## src/rtl/l1_refill_arbiter_if.sv

```systemverilog
// ---------------------------------------------------------------------------
// l1_refill_arbiter_if
// Bundle of every handshake signal around the refill arbiter: the two L1
// request/response channels (c0_*, c1_*) and the shared memory port (mem_*).
//   slave  : arbiter view (takes L1 requests, answers them, drives memory)
//   master : environment view (the two L1s plus the data memory)
// Parameters: ADDR_W address width, DATA_W data word width.
// ---------------------------------------------------------------------------
interface l1_refill_arbiter_if #(
   parameter int ADDR_W = 10,
   parameter int DATA_W = 32
);
   // core0 channel
   logic              c0_req;
   logic              c0_we;
   logic [ADDR_W-1:0] c0_addr;
   logic [DATA_W-1:0] c0_wdata;
   logic              c0_ack;
   logic [DATA_W-1:0] c0_rdata;
   logic              c0_err;
   // core1 channel
   logic              c1_req;
   logic              c1_we;
   logic [ADDR_W-1:0] c1_addr;
   logic [DATA_W-1:0] c1_wdata;
   logic              c1_ack;
   logic [DATA_W-1:0] c1_rdata;
   logic              c1_err;
   // shared memory port
   logic              mem_req;
   logic              mem_we;
   logic [ADDR_W-1:0] mem_addr;
   logic [DATA_W-1:0] mem_wdata;
   logic              mem_ready;
   logic [DATA_W-1:0] mem_rdata;

   modport slave (
      input  c0_req, c0_we, c0_addr, c0_wdata,
      output c0_ack, c0_rdata, c0_err,
      input  c1_req, c1_we, c1_addr, c1_wdata,
      output c1_ack, c1_rdata, c1_err,
      output mem_req, mem_we, mem_addr, mem_wdata,
      input  mem_ready, mem_rdata
   );

   modport master (
      output c0_req, c0_we, c0_addr, c0_wdata,
      input  c0_ack, c0_rdata, c0_err,
      output c1_req, c1_we, c1_addr, c1_wdata,
      input  c1_ack, c1_rdata, c1_err,
      input  mem_req, mem_we, mem_addr, mem_wdata,
      output mem_ready, mem_rdata
   );
endinterface

```

## src/rtl/l1_refill_arbiter.sv

```systemverilog
// ---------------------------------------------------------------------------
// l1_refill_arbiter
// Shares one data-memory port between the L1 caches of two cores. One access
// is outstanding at a time; simultaneous requests are served round-robin.
// The owning L1 gets a one-cycle ack carrying the read word (0 for writes)
// and an error flag that is set when memory fails to answer within TIMEOUT
// cycles.
// Ports:
//   clk    clock, all logic on posedge
//   reset  synchronous, active-high; abandons any access without an ack
//   bus    l1_refill_arbiter_if.slave: c0_*/c1_* L1 channels, mem_* port
// Parameters: ADDR_W, DATA_W (must match the interface), TIMEOUT (>= 2).
// ---------------------------------------------------------------------------
module l1_refill_arbiter #(
   parameter int ADDR_W  = 10,
   parameter int DATA_W  = 32,
   parameter int TIMEOUT = 64
) (
   input  logic               clk,
   input  logic               reset,
   l1_refill_arbiter_if.slave bus
);
   localparam int CNT_W = (TIMEOUT > 2) ? $clog2(TIMEOUT) : 1;
   localparam logic [CNT_W-1:0] CNT_LAST = CNT_W'(TIMEOUT - 1);

   typedef enum logic [1:0] {
      IDLE = 2'd0,
      BUSY = 2'd1,
      RESP = 2'd2
   } state_t;

   state_t            state_reg;
   logic              rr_reg;         // core preferred when both request
   logic              owner_reg;      // core that owns the current access
   logic [CNT_W-1:0]  cnt_reg;        // cycles spent waiting in BUSY
   logic              mem_req_reg;
   logic              mem_we_reg;
   logic [ADDR_W-1:0] mem_addr_reg;
   logic [DATA_W-1:0] mem_wdata_reg;
   logic [1:0]        ack_reg;
   logic [1:0]        err_reg;
   logic [DATA_W-1:0] rdata_reg [2];

   logic [1:0]        req_vec;
   logic              grant_next;
   logic              we_next;
   logic [ADDR_W-1:0] addr_next;
   logic [DATA_W-1:0] wdata_next;

   assign req_vec = {bus.c1_req, bus.c0_req};

   // A lone requester wins regardless of rr; rr only breaks ties.
   always_comb begin
      grant_next = rr_reg;
      if (req_vec == 2'b01) begin
         grant_next = 1'b0;
      end else if (req_vec == 2'b10) begin
         grant_next = 1'b1;
      end
      we_next    = grant_next ? bus.c1_we    : bus.c0_we;
      addr_next  = grant_next ? bus.c1_addr  : bus.c0_addr;
      wdata_next = grant_next ? bus.c1_wdata : bus.c0_wdata;
   end

   // The mem_* registers double as the latched transaction: they are loaded
   // on grant, held through BUSY and cleared when the access finishes, so
   // later changes on the L1 side cannot disturb an access in flight.
   always_ff @(posedge clk) begin
      if (reset) begin
         state_reg     <= IDLE;
         rr_reg        <= 1'b0;
         owner_reg     <= 1'b0;
         cnt_reg       <= '0;
         mem_req_reg   <= 1'b0;
         mem_we_reg    <= 1'b0;
         mem_addr_reg  <= '0;
         mem_wdata_reg <= '0;
         ack_reg       <= '0;
         err_reg       <= '0;
         for (int i = 0; i < 2; i++) begin
            rdata_reg[i] <= '0;
         end
      end else begin
         case (state_reg)
            IDLE: begin
               if (|req_vec) begin
                  owner_reg     <= grant_next;
                  mem_req_reg   <= 1'b1;
                  mem_we_reg    <= we_next;
                  mem_addr_reg  <= addr_next;
                  mem_wdata_reg <= wdata_next;
                  cnt_reg       <= '0;
                  state_reg     <= BUSY;
               end
            end
            BUSY: begin
               // mem_ready wins over a timeout expiring on the same edge.
               if (bus.mem_ready || (cnt_reg == CNT_LAST)) begin
                  ack_reg[owner_reg]   <= 1'b1;
                  err_reg[owner_reg]   <= ~bus.mem_ready;
                  rdata_reg[owner_reg] <= (bus.mem_ready && !mem_we_reg) ? bus.mem_rdata : '0;
                  mem_req_reg          <= 1'b0;
                  mem_we_reg           <= 1'b0;
                  mem_addr_reg         <= '0;
                  mem_wdata_reg        <= '0;
                  state_reg            <= RESP;
               end else begin
                  cnt_reg <= cnt_reg + 1'b1;
               end
            end
            RESP: begin
               ack_reg   <= '0;
               err_reg   <= '0;
               for (int i = 0; i < 2; i++) begin
                  rdata_reg[i] <= '0;
               end
               rr_reg    <= ~owner_reg;
               cnt_reg   <= '0;
               state_reg <= IDLE;
            end
            default: begin
               state_reg <= IDLE;
            end
         endcase
      end
   end

   assign bus.mem_req   = mem_req_reg;
   assign bus.mem_we    = mem_we_reg;
   assign bus.mem_addr  = mem_addr_reg;
   assign bus.mem_wdata = mem_wdata_reg;
   assign bus.c0_ack    = ack_reg[0];
   assign bus.c0_err    = err_reg[0];
   assign bus.c0_rdata  = rdata_reg[0];
   assign bus.c1_ack    = ack_reg[1];
   assign bus.c1_err    = err_reg[1];
   assign bus.c1_rdata  = rdata_reg[1];
endmodule

```

## src/flat_wrapper.sv

```systemverilog
// flat-port wrapper written by rule: the top's interface ports become plain ports
module l1_refill_arbiter_flat 
#(
   parameter int ADDR_W  = 10,
   parameter int DATA_W  = 32,
   parameter int TIMEOUT = 64
)
  (clk, reset, bus_c0_req, bus_c0_we, bus_c0_addr, bus_c0_wdata, bus_c0_ack, bus_c0_rdata, bus_c0_err, bus_c1_req, bus_c1_we, bus_c1_addr, bus_c1_wdata, bus_c1_ack, bus_c1_rdata, bus_c1_err, bus_mem_req, bus_mem_we, bus_mem_addr, bus_mem_wdata, bus_mem_ready, bus_mem_rdata);
  l1_refill_arbiter_if #(.ADDR_W(ADDR_W), .DATA_W(DATA_W)) bus_i ();
  input  logic clk;
  input  logic reset;
  input wire logic [$bits(bus_i.c0_req)-1:0] bus_c0_req;
  input wire logic [$bits(bus_i.c0_we)-1:0] bus_c0_we;
  input wire logic [$bits(bus_i.c0_addr)-1:0] bus_c0_addr;
  input wire logic [$bits(bus_i.c0_wdata)-1:0] bus_c0_wdata;
  output wire logic [$bits(bus_i.c0_ack)-1:0] bus_c0_ack;
  output wire logic [$bits(bus_i.c0_rdata)-1:0] bus_c0_rdata;
  output wire logic [$bits(bus_i.c0_err)-1:0] bus_c0_err;
  input wire logic [$bits(bus_i.c1_req)-1:0] bus_c1_req;
  input wire logic [$bits(bus_i.c1_we)-1:0] bus_c1_we;
  input wire logic [$bits(bus_i.c1_addr)-1:0] bus_c1_addr;
  input wire logic [$bits(bus_i.c1_wdata)-1:0] bus_c1_wdata;
  output wire logic [$bits(bus_i.c1_ack)-1:0] bus_c1_ack;
  output wire logic [$bits(bus_i.c1_rdata)-1:0] bus_c1_rdata;
  output wire logic [$bits(bus_i.c1_err)-1:0] bus_c1_err;
  output wire logic [$bits(bus_i.mem_req)-1:0] bus_mem_req;
  output wire logic [$bits(bus_i.mem_we)-1:0] bus_mem_we;
  output wire logic [$bits(bus_i.mem_addr)-1:0] bus_mem_addr;
  output wire logic [$bits(bus_i.mem_wdata)-1:0] bus_mem_wdata;
  input wire logic [$bits(bus_i.mem_ready)-1:0] bus_mem_ready;
  input wire logic [$bits(bus_i.mem_rdata)-1:0] bus_mem_rdata;
  assign bus_i.c0_req = bus_c0_req;
  assign bus_i.c0_we = bus_c0_we;
  assign bus_i.c0_addr = bus_c0_addr;
  assign bus_i.c0_wdata = bus_c0_wdata;
  assign bus_c0_ack = bus_i.c0_ack;
  assign bus_c0_rdata = bus_i.c0_rdata;
  assign bus_c0_err = bus_i.c0_err;
  assign bus_i.c1_req = bus_c1_req;
  assign bus_i.c1_we = bus_c1_we;
  assign bus_i.c1_addr = bus_c1_addr;
  assign bus_i.c1_wdata = bus_c1_wdata;
  assign bus_c1_ack = bus_i.c1_ack;
  assign bus_c1_rdata = bus_i.c1_rdata;
  assign bus_c1_err = bus_i.c1_err;
  assign bus_mem_req = bus_i.mem_req;
  assign bus_mem_we = bus_i.mem_we;
  assign bus_mem_addr = bus_i.mem_addr;
  assign bus_mem_wdata = bus_i.mem_wdata;
  assign bus_i.mem_ready = bus_mem_ready;
  assign bus_i.mem_rdata = bus_mem_rdata;
  l1_refill_arbiter #(.ADDR_W(ADDR_W), .DATA_W(DATA_W), .TIMEOUT(TIMEOUT)) u_core (.clk(clk), .reset(reset), .bus(bus_i));
endmodule
```

## config.mk

```make
export PLATFORM = sky130hd
export DESIGN_NAME = l1_refill_arbiter_flat
export DESIGN_NICKNAME = d
export VERILOG_FILES = /design/src/rtl/l1_refill_arbiter_if.sv /design/src/rtl/l1_refill_arbiter.sv /design/src/flat_wrapper.sv
export SDC_FILE = /design/constraint.sdc
export NUM_CORES = 1
export LEC_CHECK = 0
export ABC_AREA = 1
export BUFFER_PORTS_ARGS = -buffer_cell sky130_fd_sc_hd__buf_2
export CORE_ASPECT_RATIO = 0.8
export CORE_UTILIZATION = 43
export CTS_CLUSTER_DIAMETER = 80
export CTS_CLUSTER_SIZE = 8
export DETAILED_ROUTE_END_ITERATION = 10
export PLACE_DENSITY = 0.77
export SLEW_MARGIN = 20
export SYNTH_ARGS = -nofsm -noshare
export SYNTH_HDL_FRONTEND = slang
export SYNTH_SLANG_ARGS = --single-unit
```

## constraint.sdc

```tcl
create_clock -name clk -period 2.7 [get_ports clk]
set_clock_uncertainty 0.15 [all_clocks]
set_input_delay 0.54 -clock clk [delete_from_list [all_inputs] [get_ports clk]]
set_output_delay 0.54 -clock clk [all_outputs]
set_load 0.005 [all_outputs]
```

* After elaboration in Yosys (flattened, before gate mapping)
Memory sizes are Yosys's and may differ from the RTL's.
Index checks and enable logic that the tools add are counted.
** Word-level totals
- Input port bits :: 123
- Memories kept :: 1
- Output and inout port bits :: 112
- Logic and storage cells :: 86
- Memory bits (writable) :: 64
- Flip-flop bits (word level) :: 58
** Operators by class
- $add $sub $neg :: 1
- Reduce and logical (&&, ||, !) cells :: 15
- $lt $le $gt $ge :: 2
- Bitwise operators :: 5
- Eq/ne operators :: 8
- Multiplexer cells :: 44
** Memories
- u_core.rdata_reg :: depth 2, width 32, rd ports 2, clocked after Yosys merged registers in 0, wr ports 2, line l1_refill_arbiter.sv:42 : logic [DATA_W-1:0] rdata_reg [2];
** Operator list (count)
- 32-bit two-way mux :: 7
- 32-bit case mux with 2 select lines :: 1
- 32-bit OR reduction :: 1
- 10-bit two-way mux :: 3
- 10-bit case mux with 2 select lines :: 1
- 1-bit two-way mux :: 18
- 6-bit case mux with 3 select lines :: 1
- 6-bit two-way mux :: 2
- 2-bit case mux with 2 select lines :: 3
- 2-bit two-way mux :: 4
- 6-bit by 1-bit adder with 6-bit output, second input constant :: 1
- 6-bit equality test, second input constant :: 1
- 2-bit AND reduction :: 3
- 3-bit AND reduction :: 2
- 2-bit by 1-bit equality test with 1-bit output, second input constant :: 2
- 2-bit equality test, second input constant :: 2
- 2-bit by 1-bit != test with 1-bit output, second input constant :: 2
- 1-bit case mux with 2 select lines :: 2
- 2-bit nonzero test :: 2
- 3-bit nonzero test :: 1
- 2-bit bitwise mux :: 1
- 1-bit logical AND :: 2
- 2-bit zero test :: 1
- 1-bit by 2-bit < comparator with 1-bit output, second input constant :: 1
- 9 further kinds :: 11

* Logic depth before layout (Yosys ltp)
Gate-level depths: netlist of the first run.
- Depth in word-level cells :: 8
- Depth in mapped cells :: 10
- Mapped depth without buffers :: 10

* Least setup slack after synthesis of the first run
No wires, ideal clock.
- Path type :: input to register
- From :: input reset
- To :: memory u_core.rdata_reg[0][0], enable pin
- Path buffers :: 2
- Library setup time :: 561 ps
- Required time :: 1989 ps
- Path slack :: 64 ps
- Arrival time :: 1925 ps
- Stages on the path :: 4
- Cell sequence :: buf_2 -> inv_1 -> clkbuf_1 -> nand3_1
** RTL lines
- from (decl) :: line flat_wrapper.sv:11 : input logic reset;
- to (decl) :: line l1_refill_arbiter.sv:42

==> flow_metrics.env, run 1 <==
export IMPL_nets=977
export IMPL_holdBufCountCts=0
export IMPL_final_layout_size_suffix_gt1_share_pct=35.1
export IMPL_synth_area_top_cells="edfxtp_1 36%, dfxtp_1 22%, nand2_1 11%, nor2_1 7.4%, a21oi_1 5.3%"
export IMPL_critPathSlowestCell="dfxtp_1"
export IMPL_final_antenna_net_count=0
export IMPL_drc=0
export IMPL_hp_class="input port to flip-flop"
export IMPL_clockBufferDepth=2
export IMPL_num_fill_cells=1067
export IMPL_pin_count=235
export IMPL_yosys_area_top_type_share_pct=36.0
export IMPL_synthCells=618
export IMPL_die_height_um=102
export IMPL_grt_pass1_wl_um=21900
export IMPL_clockRootBuffer="clkbuf_16"
export IMPL_post_cts_resized=0
export IMPL_area_growth_pct=35.3
export IMPL_yosysTopAreaCell="edfxtp_1"
export IMPL_r2r_setup_slack_ns=0.64
export IMPL_antenna_found_initial=0
export IMPL_grtUsageTotal_pct=21.9
export IMPL_clk_latency_ns=0.40
export IMPL_rsz0062_at_grt="no"
export IMPL_async_reset_ff_share_pct=0
export IMPL_vias=4867
export IMPL_max_stage_delay_ns=0.35
export IMPL_clock_sinks=122
export IMPL_synth_cell_types=24
export IMPL_hpwl_um=9260
export IMPL_cts_clk_slew_worst_paths_ns=0.06
export IMPL_ff_latch_area_um2=3080
export IMPL_min_period_ns=2.06
export IMPL_synth_flop_cell="edfxtp_1"
export IMPL_htreeDepth=4
export IMPL_fin_cells=1018
export IMPL_grt_pass1_vias=4553
export IMPL_antenna_cells=0
export IMPL_cts_made_buffers=17
export IMPL_critPathKind="flip-flop to flip-flop"
export IMPL_synth_area_um2=5340
export IMPL_routed_wl_um=13700
export IMPL_status="finished clean"
export IMPL_cp_end_kind="flip-flop"
export IMPL_drtPass1Iterations=5
export IMPL_initial_core_util_pct=44.1
export IMPL_multi_input_area_um2=1840
export IMPL_die_w_um=127
export IMPL_maxCapViolCount=0
export IMPL_via_per_inst=4.78
export IMPL_pre_cts_ws_ns=0.552
export IMPL_worst_slack_ns=0.637
export IMPL_synth_warning_count=0
export IMPL_yosysSeqAreaShare_pct=57.8
export IMPL_gp_congestion=0.790
export IMPL_cp_start_kind="flip-flop"
export IMPL_worstPathCellList="ha_1 -> nand2_1 -> nor2_2 -> nand2_2 -> nand2_2 -> nand2_4 -> nor2_8 -> nand2_4 -> nand3_1 -> buf_4"
export IMPL_crit_required_ns=2.63
export IMPL_dieArea_um2=12900
export IMPL_yosys_cell_count_top_type="nand2_1"
export IMPL_grt_overflow_total=0
export IMPL_finalCritPeriodShare_pct=76.4
export IMPL_ys_seq_elements=122
export IMPL_slew_headroom_pct=32.7
export IMPL_cts_setup_buffers=0
export IMPL_rows=36
export IMPL_drt_iter0_markers=343
export IMPL_arrival_ns=2.00
export IMPL_totalPowerFinal_mw=5.02
export IMPL_dpl_cell_count=986
export IMPL_max_freq_ghz=0.485
export IMPL_maxSlewViolCount=0
export IMPL_dpl_cell_area_um2=6650
export IMPL_peakVddDrop_uv=459
export IMPL_wl_per_cell_um=13.5
export IMPL_leakage_nw=3.48
export IMPL_final_area_um2=7220
export IMPL_grt_max_degree=43
export IMPL_io_buffers=234
export IMPL_hold_worst_slack_ns=0.263
export IMPL_core_area_um2=12100
export IMPL_worst_pin_slew_ns=1.01
export IMPL_final_setup_viol_count=0
export IMPL_synth_avg_cell_area_um2=8.64
export IMPL_power_density_nw_per_um2=695
export IMPL_cp_max_fo=21
export IMPL_syn_nets=742
export IMPL_synthTopCellsByCount="161 x nand2_1, 105 x nor2_1, 64 x edfxtp_1"
export IMPL_fin_setup_tns_ns=0
export IMPL_fin_util_pct=59.6
export IMPL_hold_viol_final=0
export IMPL_tritoncts="done"
export IMPL_largest_reg_flops=64
export IMPL_synth_edff_count=64
==> where the power goes <==
part	internal (mW)	leakage (nW)	switching, mW	total, mW
combinational	0.287	2.06	0.406	0.693
clock	1.35	0.273	0.832	2.19
sequential	2.09	1.15	0.0589	2.15
total	3.73	3.48	1.30	5.02
==> per-layer routing <==
metal | track usage, % | wire length, µm | up-vias
met5 | 0 | 0 | -
met4 | 8.71 | 250 | 0
met3 | 5.28 | 974 | 25
met2 | 38.2 | 6690 | 202
met1 | 26.3 | 5810 | 2179
li1 | - | - | 2461
==> cells by family after synthesis <==
logic type	synth area share [%]
buf+inv	7.92
fa+ha+maj	0.234
flops	57.8
compound gates	9.61
simple gates	24.5
==> path summary, 6_finish.rpt <==
kind | startpoint | end | depth (start not counted)
max | u_core.cnt_reg[1] | u_core.rdata_reg[0][5] | 10
min | reset | u_core.state_reg[1] | 2
max reg2reg | u_core.cnt_reg[1] | u_core.rdata_reg[0][5] | 10
min reg2reg | u_core.bus.mem_addr[4] | u_core.bus.mem_addr[4] | 2
==> cell type report <==
type	count	area share (%)
repair buffers	250	18.2
clock buffers	17	5.89
inverters	60	3.12
flip-flops and latches	122	42.7
multi-input cells	402	25.4
clock inverters	15	2.04
well taps	152	2.63
==> critical path: cells and delay by family (launching register included) <==
kind	cells	cell delay, ns
simple gates	8	0.76
buf+inv	1	0.30
flops	1	0.35
fa+ha+maj	1	0.18
==> cells in the final DEF, fill, tap and decap left out, types with 3 or more instances in the layout <==
cell type and instances:
nor2_1 104, dfxtp_1 58, nand2_2 6, buf_2 234, buf_4 14, o21ai_0 9
edfxtp_1 64, clkbuf_16 17, clkinvlp_4 3, nand2_1 160, nand3_1 22, nand2_4 3
clkinv_1 3, inv_6 3, inv_1 59, a21oi_1 56, o211ai_1 25, nor2_2 11
No activity file was read; power rests on OpenSTA's default activity.
==> run 2: changes to the inputs <==
==> constraint.sdc (replaced) <==
create_clock -name clk -period 1.8 [get_ports clk]
set_clock_uncertainty 0.15 [all_clocks]
set_input_delay 0.36 -clock clk [delete_from_list [all_inputs] [get_ports clk]]
set_output_delay 0.36 -clock clk [all_outputs]
set_load 0.005 [all_outputs]
==> run 2 against run 1 <==
Compared with the run above:
- via count up 2.4%
- flip-flop and latch count unchanged
- worst hold slack got worse by 0.17 ns
- sequential share of layout area fell by 3.1 points
- the flow now finishes with violations (setup timing)
- critical endpoint is now u_core.rdata_reg[1][12]
==> flow_metrics.env, run 2 (synthesis gave the netlist of run 1 again) <==
export IMPL_die_height_um=102
export IMPL_grt_pass1_vias=4490
export IMPL_routed_wl_um=14600
export IMPL_final_cell_mix="234 x buf_2, 159 x nand2_1, 86 x nor2_1"
export IMPL_io_buffers=234
export IMPL_grt_max_degree=62
export IMPL_pwr_share_comb_pct=15.8
export IMPL_wl_per_cell_um=14.0
export IMPL_clkPwrFrac_pct=42.1
export IMPL_clk_latency_ns=0.40
export IMPL_nets=1001
export IMPL_antenna_cells=0
export IMPL_slew_headroom_pct=72.8
export IMPL_worst_slack_ns=-0.0201
export IMPL_antenna_found_initial=0
export IMPL_die_w_um=127
export IMPL_critPathBufInv=1
export IMPL_cp_end_kind="flip-flop"
export IMPL_maxSlewViolCount=0
export IMPL_grt_overflow_total=0
export IMPL_min_period_ns=1.82
export IMPL_hold_worst_slack_ns=0.0961
export IMPL_dieArea_um2=12900
export IMPL_clockRootBuffer="clkbuf_16"
export IMPL_critPathKind="flip-flop to flip-flop"
export IMPL_cp_max_fo=13
export IMPL_dpl_cell_area_um2=6910
export IMPL_worst_pin_slew_ns=0.408
export IMPL_pin_count=235
export IMPL_num_fill_cells=979
export IMPL_hpwl_um=9560
export IMPL_cts_clk_slew_worst_paths_ns=0.06
export IMPL_via_per_inst=4.78
export IMPL_crit_required_ns=1.77
export IMPL_violations="setup timing"
export IMPL_vias=4984
export IMPL_hold_viol_final=0
export IMPL_final_layout_size_suffix_gt1_share_pct=39.8
export IMPL_p_int_mw=5.59
export IMPL_largest_reg_flops=64
export IMPL_drc=0
export IMPL_clock_sinks=122
export IMPL_gp_congestion=0.781
export IMPL_leakage_nw=3.73
export IMPL_critPathSlowestCell="dfxtp_2"
export IMPL_final_common_cell="buf_2"
export IMPL_cp_common_cell="nand2_4"
export IMPL_drtPass1Iterations=4
export IMPL_drt_iter0_markers=292
export IMPL_status="finished, violations left"
export IMPL_rows=36
export IMPL_power_switching_mw=2.05
export IMPL_arrival_ns=1.79
export IMPL_final_area_um2=7790
export IMPL_clockBufferDepth=2
export IMPL_hp_class="input port to flip-flop"
export IMPL_rsz0062_at_grt="yes"
export IMPL_final_setup_viol_count=60
export IMPL_holdBufCountCts=0
export IMPL_final_antenna_net_count=0
export IMPL_peakVddDrop_uv=563
export IMPL_tritoncts="done"
export IMPL_cp_start_kind="flip-flop"
export IMPL_cts_made_buffers=17
export IMPL_swShare_pct=26.8
export IMPL_maxCapViolCount=0
export IMPL_grt_pass1_wl_um=21500
export IMPL_worstPathCellList="ha_4 -> nand2_4 -> nor2_4 -> nand2_2 -> nand2_2 -> nand2_4 -> nor2_8 -> nand2_4 -> nand3_4 -> buf_12"
export IMPL_area_growth_pct=46.0
export IMPL_critPathTopFamily="simple AND/OR/NAND/NOR gates"
export IMPL_power_density_nw_per_um2=981
export IMPL_power_frac_seq_pct=42.0
export IMPL_htreeDepth=4
export IMPL_max_stage_delay_ns=0.35
export IMPL_max_freq_ghz=0.549
export IMPL_initial_core_util_pct=44.1
export IMPL_finalCritPeriodShare_pct=101
export IMPL_grtUsageTotal_pct=21.8
export IMPL_core_area_um2=12100
[run 2: cell types whose count changed in the layout (fill, tap and decap cells not counted), moves of 3 or more]
cell / change
nor2_2: +6
clkinv_4: +3
buf_4: +5
nor2_4: +12
clkinvlp_4: -3
nor2_1: -18
buf_12: +9
clkbuf_16: +5
buf_8: +3
inv_6: +3
[run 2: worst paths after layout]
kind / startpoint / to / slack, ns / cells after the start
worst min register to register: u_core.bus.mem_wdata[30] / u_core.bus.mem_wdata[30] / 0.31 / 2
worst max register to register: u_core.cnt_reg[1] / u_core.rdata_reg[1][12] / -0.02 / 10
worst max-delay path: u_core.cnt_reg[1] / u_core.rdata_reg[1][12] / -0.02 / 10
worst min-delay path: bus_mem_ready / u_core.err_reg[1] / 0.1 / 4
[run 2: final cells by class]
class	instances	area, µm²	area share [%]
well taps	152	190	2.44
clock buffers	17	425	5.46
repair buffers	274	1730	22.2
inverters	60	225	2.89
multi-input cells	402	2000	25.7
flip-flops and latches	122	3090	39.6
clock inverters	15	140	1.80
[run 2: worst reg2reg max path, delay by kind of cell (launching register included)]
| kind | cells | cell delay [ns] |
|---|---|---|
| AND/OR/NAND/NOR | 8 | 0.73 |
| flip-flops | 1 | 0.35 |
| buffers and inverters | 1 | 0.16 |
| adder cells (fa/ha/maj) | 1 | 0.15 |
[run 2: power groups by stage]
stage | Clock, mW | Sequential [mW] | Combinational [mW]
floorplan | 0 | 3.30 | 0.561
global placement | 0 | 3.27 | 1.11
detailed placement | 0 | 3.27 | 1.12
CTS | 3.28 | 3.22 | 1.14
global route | 3.40 | 3.23 | 1.35
finish | 3.22 | 3.21 | 1.21
[run 2: what timing repair did]
action	4_1_cts	5_1_grt
endpoints found under the setup margin	68	158
cloned	0	7
buffers inserted	2	3
pin swaps	1	0
resized for setup	1	36
[run 2: metrics by stage]
step,std cells,worst slack [ns],setup TNS [ns],util [%],power (mW)
floorplan,618,-0.202,-12.85,-,3.86
global placement,998,0.0300,0,57.0,4.38
detailed placement,998,-0.00439,-0.0851,57.0,4.39
CTS,1032,0.00221,0,61.8,7.63
global route,1042,-0.0872,-6.42,64.3,7.99
finish,1042,-0.0201,-0.540,64.3,7.65
[run 2: per-layer routing]
layer | global-route usage, % | vias up | share of wire, %
li1 | - | 2526 | -
met1 | 25.6 | 2251 | 42
met2 | 38.0 | 191 | 51
met3 | 6.44 | 16 | 6.2
met4 | 8.25 | 0 | 1.1
met5 | 0 | - | 0
